## config.mk

```make
export PLATFORM = sky130hd
export DESIGN_NAME = peripheral_burst_master_wb
export DESIGN_NICKNAME = d
export VERILOG_FILES = /design/src/rtl/peripheral_burst_master_wb_pkg.sv /design/src/rtl/peripheral_burst_master_wb.sv
export SDC_FILE = /design/constraint.sdc
export NUM_CORES = 1
export LEC_CHECK = 0
export BUFFER_PORTS_ARGS = -buffer_cell sky130_fd_sc_hd__buf_2
export CAP_MARGIN = 40
export CORE_MARGIN = 3
export CORE_UTILIZATION = 43
export CTS_CLUSTER_DIAMETER = 150
export DETAILED_ROUTE_END_ITERATION = 16
export HOLD_SLACK_MARGIN = 0.06
export PLACE_DENSITY = 0.77
export SETUP_SLACK_MARGIN = 0.2
export SYNTH_ARGS = -nofsm -noshare
export SYNTH_HDL_FRONTEND = slang
export SYNTH_SLANG_ARGS = --single-unit
```

## constraint.sdc

```tcl
create_clock -name wb_clk_i -period 1.9 [get_ports wb_clk_i]
set_clock_uncertainty 0.05 [all_clocks]
set_input_delay 0.095 -clock wb_clk_i [delete_from_list [all_inputs] [get_ports wb_clk_i]]
set_output_delay 0.095 -clock wb_clk_i [all_outputs]
set_load 0.005 [all_outputs]
```

## src/rtl/peripheral_burst_master_wb_pkg.sv

```systemverilog
// Shared Wishbone B3 definitions for the burst master: FSM states, cycle-type
// and burst-type encodings, and the per-beat CTI selection.
package peripheral_burst_master_wb_pkg;

   typedef enum logic [2:0] {
      IDLE,
      BUS,
      STALL,
      RETRY,
      DONE
   } state_t;

   localparam logic [2:0] CTI_CLASSIC      = 3'b000;
   localparam logic [2:0] CTI_INC_BURST    = 3'b010;
   localparam logic [2:0] CTI_END_OF_BURST = 3'b111;
   localparam logic [1:0] BTE_LINEAR       = 2'b00;

   // A single-beat command is a classic cycle; bursts flag their final beat.
   function automatic logic [2:0] cti_for_beat(input int unsigned beat, input int unsigned len);
      if (len == 0)
         return CTI_CLASSIC;
      else if (beat == len)
         return CTI_END_OF_BURST;
      else
         return CTI_INC_BURST;
   endfunction

endpackage

```

## src/rtl/peripheral_burst_master_wb.sv

```systemverilog
// Wishbone B3 burst master: turns one command into an incrementing burst of
// up to MAX_BURST beats, with write-data stalling, retry and error abort.
module peripheral_burst_master_wb
   import peripheral_burst_master_wb_pkg::*;
#(
   parameter int AW        = 32,
   parameter int DW        = 32,
   parameter int MAX_BURST = 16,
   localparam int LW       = $clog2(MAX_BURST)
) (
   input  logic            wb_clk_i,
   input  logic            wb_rst_i,
   input  logic            cmd_valid_i,
   output logic            cmd_ready_o,
   input  logic [AW-1:0]   cmd_adr_i,
   input  logic            cmd_we_i,
   input  logic [LW-1:0]   cmd_len_i,
   input  logic            wdat_valid_i,
   input  logic [DW-1:0]   wdat_i,
   output logic            wdat_ready_o,
   output logic            rdat_valid_o,
   output logic [DW-1:0]   rdat_o,
   output logic            done_o,
   output logic            err_o,
   output logic [AW-1:0]   wb_adr_o,
   output logic [DW-1:0]   wb_dat_o,
   output logic [DW/8-1:0] wb_sel_o,
   output logic            wb_we_o,
   output logic            wb_cyc_o,
   output logic            wb_stb_o,
   output logic [2:0]      wb_cti_o,
   output logic [1:0]      wb_bte_o,
   input  logic [DW-1:0]   wb_dat_i,
   input  logic            wb_ack_i,
   input  logic            wb_err_i,
   input  logic            wb_rty_i
);

   localparam logic [AW-1:0] ADR_STEP = AW'(DW / 8);

   state_t        r_state;
   state_t        w_state_next;
   logic [AW-1:0] r_adr;
   logic          r_we;
   logic [LW-1:0] r_len;
   logic [LW-1:0] r_cnt;
   logic [DW-1:0] r_wdat;
   logic [DW-1:0] r_rdat;
   logic          r_rdat_valid;
   logic          r_err;

   logic          w_cyc;
   logic          w_stb;
   logic          w_ack;
   logic          w_err;
   logic          w_rty;
   logic          w_last;
   logic          w_accept;
   logic          w_load_wdat;

   assign w_cyc  = (r_state == BUS) || (r_state == STALL);
   assign w_stb  = (r_state == BUS);
   // Responses only count while strobing; err outranks rty, rty outranks ack.
   assign w_err  = w_stb & wb_err_i;
   assign w_rty  = w_stb & wb_rty_i & ~wb_err_i;
   assign w_ack  = w_stb & wb_ack_i & ~wb_err_i & ~wb_rty_i;
   assign w_last = (r_cnt == r_len);

   always_ff @(posedge wb_clk_i or negedge wb_rst_i) begin
      if (!wb_rst_i)
         r_state <= IDLE;
      else
         r_state <= w_state_next;
   end

   always_comb begin
      w_state_next = r_state;
      w_accept     = 1'b0;
      w_load_wdat  = 1'b0;
      unique case (r_state)
         IDLE: begin
            if (cmd_valid_i) begin
               w_accept = 1'b1;
               if (cmd_we_i && !wdat_valid_i) begin
                  w_state_next = STALL;
               end else begin
                  w_state_next = BUS;
                  w_load_wdat  = cmd_we_i;
               end
            end
         end
         BUS: begin
            if (w_err)
               w_state_next = DONE;
            else if (w_rty)
               w_state_next = RETRY;
            else if (w_ack) begin
               // The next write word only becomes visible after this pop, so
               // write beats pass through STALL to register it.
               if (w_last)
                  w_state_next = DONE;
               else if (r_we)
                  w_state_next = STALL;
            end
         end
         STALL: begin
            if (wdat_valid_i) begin
               w_state_next = BUS;
               w_load_wdat  = 1'b1;
            end
         end
         RETRY:   w_state_next = BUS;
         DONE:    w_state_next = IDLE;
         default: w_state_next = IDLE;
      endcase
   end

   always_ff @(posedge wb_clk_i or negedge wb_rst_i) begin
      if (!wb_rst_i) begin
         r_adr        <= '0;
         r_we         <= 1'b0;
         r_len        <= '0;
         r_cnt        <= '0;
         r_wdat       <= '0;
         r_rdat       <= '0;
         r_rdat_valid <= 1'b0;
         r_err        <= 1'b0;
      end else begin
         r_rdat_valid <= w_ack & ~r_we;
         if (w_ack && !r_we)
            r_rdat <= wb_dat_i;
         if (w_accept) begin
            r_adr <= cmd_adr_i;
            r_we  <= cmd_we_i;
            r_len <= cmd_len_i;
            r_cnt <= '0;
            r_err <= 1'b0;
         end else if (w_ack) begin
            r_adr <= r_adr + ADR_STEP;
            r_cnt <= r_cnt + LW'(1);
         end
         if (w_err)
            r_err <= 1'b1;
         if (w_load_wdat)
            r_wdat <= wdat_i;
      end
   end

   assign cmd_ready_o  = (r_state == IDLE);
   assign wdat_ready_o = w_ack & r_we;
   assign rdat_valid_o = r_rdat_valid;
   assign rdat_o       = r_rdat;
   assign done_o       = (r_state == DONE);
   assign err_o        = (r_state == DONE) & r_err;

   assign wb_adr_o = r_adr;
   assign wb_dat_o = r_wdat;
   assign wb_sel_o = {(DW / 8){w_cyc}};
   assign wb_we_o  = r_we & w_cyc;
   assign wb_cyc_o = w_cyc;
   assign wb_stb_o = w_stb;
   assign wb_cti_o = w_cyc ? cti_for_beat(32'(r_cnt), 32'(r_len)) : CTI_CLASSIC;
   assign wb_bte_o = BTE_LINEAR;

endmodule

```

==> metrics.txt <==
pin count of the biggest net entering global routing between 50 and 60; register area share after synthesis between 50% and 60%; Slew @ Worst Pin roughly 500 ps; FF-to-FF setup slack ~20 ps; Rel. slew slack 66.5%; startpoint types flop; synthesized instance count ~440; GP Congestion between 0.8 and 0.9; final worst slack approximately 20 ps; worst reg2reg endpoint rdat_o[1]; antenna violations before repair 3; Routed WL per cell between 15 and 20 µm; Post-synth ARST share 100%; clk_lat worst skew approximately 360 ps; vias in the first global route 5,057; H-tree depth 3; total wire length around 16,000 µm; CP cell instances nor4b_4 -> buf_4 -> nand2_2 -> nor2_4 -> buf_12 -> mux2_4; Ports 221; hold depth 3; WS Path Type flop to flop; min-delay worst type input port to flop; first-pass GRT wire length around 25,000 µm; gr usage total between 20% and 30%; First-pass DRT Iterations 6; Clock transition at path regs around 70 ps; Syn. warnings 0; CTS buffer count 9; prevailing post-synth register cell dfrtp_1; initial core utilization a little under half; vias 4,741; row cnt 38; port bufs 218; final worst path period need roughly 1900 ps; Clock Sinks 110; number of nets in the layout about 900; Place WS about 23 ps; CTS tree yes; DR iter-0 viols approximately 290; fmax between 500 and 600 MHz; Slew Limit Fails 0; clk buf depth 2; PwrDens 1350 mW/mm²; RSZ-0062 raised after global routing true; Die Ht between 100 and 150 µm; status finished, final reports clean; CP arrival ~2100 ps; hpwl dp 9950 µm; core area 0.0111 mm²; GRT Residual Overflow 0; Synth Register Bits between 100 and 150; total leakage power between 0.003 and 0.004 µW; setup tns final 0 ps; Post-Syn Area 0.00500 mm²; Synth cell types 43; Critical Path RT about 2100 ps; final hold slack between 50 and 60 ps; Final Cycle Share between 90% and 100%; die area approximately 0.013 mm²; DR vias/cell approximately 5.1; Layout Utilization approximately three quarters; Area Overhead vs Synth 65.3%; Syn Area/Cell roughly 11 µm²; Post-synth EDFFs 0; residual DRC count 0; post-route ant nets 0; Root Buffer Master clkbuf_16; share of layout cells above drive strength 1 48.0%; die width 114 µm; Max stage delay on crit path 410 ps; worst min-delay path startpoint wb_ack_i; Hold Path Sink r_state[0]; final hold vios 0; Max Cap Viol 0; Worst IR Drop VDD 0.854 mV; CP Capture Type flop; critical path peak fanout 17; worst r2r path cells 6; Finish-stage setup viols 0; slowest cell on the critical path dfrtp_1; worst reg2reg path startpoint r_state[2]
==> metrics by stage <==
step	cells	instance area (µm²)	power, µW
floorplan	438	5140	6470
global placement	790	6430	8190
detailed placement	790	6430	8400
CTS	919	7980	10700
global route	935	8260	11800
finish	935	8260	11100
==> worst max-delay path by stage <==
| stage | end | start | slack, ps | depth (start not counted) |
|---|---|---|---|---|
| after floorplan | rdat_o[12] | r_state[1] | 30 | 6 |
| after global placement | wb_adr_o[28] | r_state[1] | 120 | 6 |
| after detailed placement | wb_adr_o[24] | r_state[1] | 20 | 6 |
| after CTS | rdat_o[27] | r_state[2] | 70 | 6 |
| after global routing | wb_adr_o[12] | r_state[2] | -60 | 8 |
| final | rdat_o[1] | r_state[2] | 20 | 6 |
==> where the power goes <==
group	total [µW]	internal [µW]	switching [µW]
clock	1930	1040	890
combinational	4870	2700	2170
sequential	4310	3440	867
==> metal layers <==
| layer | GRT usage [%] | vias up | share of wire, % |
|---|---|---|---|
| met5 | 0 | - | 0 |
| met4 | 15.0 | 0 | 4.6 |
| met3 | 4.62 | 53 | 5.0 |
| met2 | 42.8 | 177 | 53 |
| met1 | 27.9 | 2307 | 38 |
| li1 | - | 2204 | - |
==> worst max-delay path, delay by kind of cell (launching register included) <==
family,cells,cell delay (ps)
AND/OR/NAND/NOR,3,570
flip-flops,1,410
buffers and inverters,2,400
multiplexers,1,330
==> timing repair <==
action / 4_1_cts / 5_1_grt
setup buffers: 5 / 11
resized for setup: 18 / 34
cloned: 3 / 2
endpoints found under the setup margin: 64 / 103
hold buffers: 105 / 0
pin swaps: 11 / 6
hold endpoints to repair: 160 / 0
==> state kept, by name, indices dropped and copies added (netlist names) <==
signal,flops
wb_adr_o,32
r_we,1
r_cnt,4
rdat_valid_o,1
rdat_o,32
r_state,3
r_len,4
r_err,1
wb_dat_o,32
==> Yosys cell counts (3+ instances only) <==
cell,count,area (µm²)
dfrtp_1,110,2750
mux2_2,64,721
nand2_1,61,229
xnor2_1,29,254
o21ai_0,23,115
nor2_1,17,63.8
buf_2,14,70.1
nor3_1,13,65.1
buf_4,9,67.6
inv_1,9,33.8
a21oi_1,8,40.0
nand3_1,7,35.0
nand4_1,7,43.8
clkbuf_1,6,22.5
and2_1,5,31.3
nor4_1,5,31.3
o21ai_1,5,25.0
xor2_1,5,43.8
and4_1,4,35.0
nand2b_1,4,25.0
nor4_2,4,50.1
a31oi_1,3,18.8
==> cell families after synthesis <==
logic type | count (synthesis) | synth area share (%)
DFF | 110 | 55.1
and+or+nand+nor | 141 | 14.8
other | 1 | 0.0751
buffers and inverters | 38 | 3.88
xor gates and xnor gates | 34 | 5.96
muxes | 64 | 14.4
AOI/OAI and AO/OA | 47 | 5.26
adders and majority gates | 2 | 0.501
==> cell usage in the layout, fill, tap and decap left out, drive strengths merged, types with 6 or more instances in the layout <==
master,count
nor3,14
nand3,7
mux2,64
clkbuf,12
nor4,9
dlygate4sd3,105
a21oi,8
dfrtp,110
nor2,18
nand2,61
and2,6
buf,260
inv,11
xnor2,29
nand4,8
o21ai,28
==> layout make-up <==
| cell class | instances | area [µm²] |
|---|---|---|
| Fill cell | 725 | 2820 |
| Sequential cell | 110 | 2750 |
| Timing Repair Buffer | 367 | 2640 |
| Multi-Input combinational cell | 290 | 2350 |
| Clock buffer | 11 | 233 |
| Tap cell | 140 | 175 |
| Clock inverter | 5 | 66.3 |
| Inverter | 9 | 33.8 |
| Antenna cell | 3 | 7.51 |
Note: power is estimated with default switching activity, not from simulation.
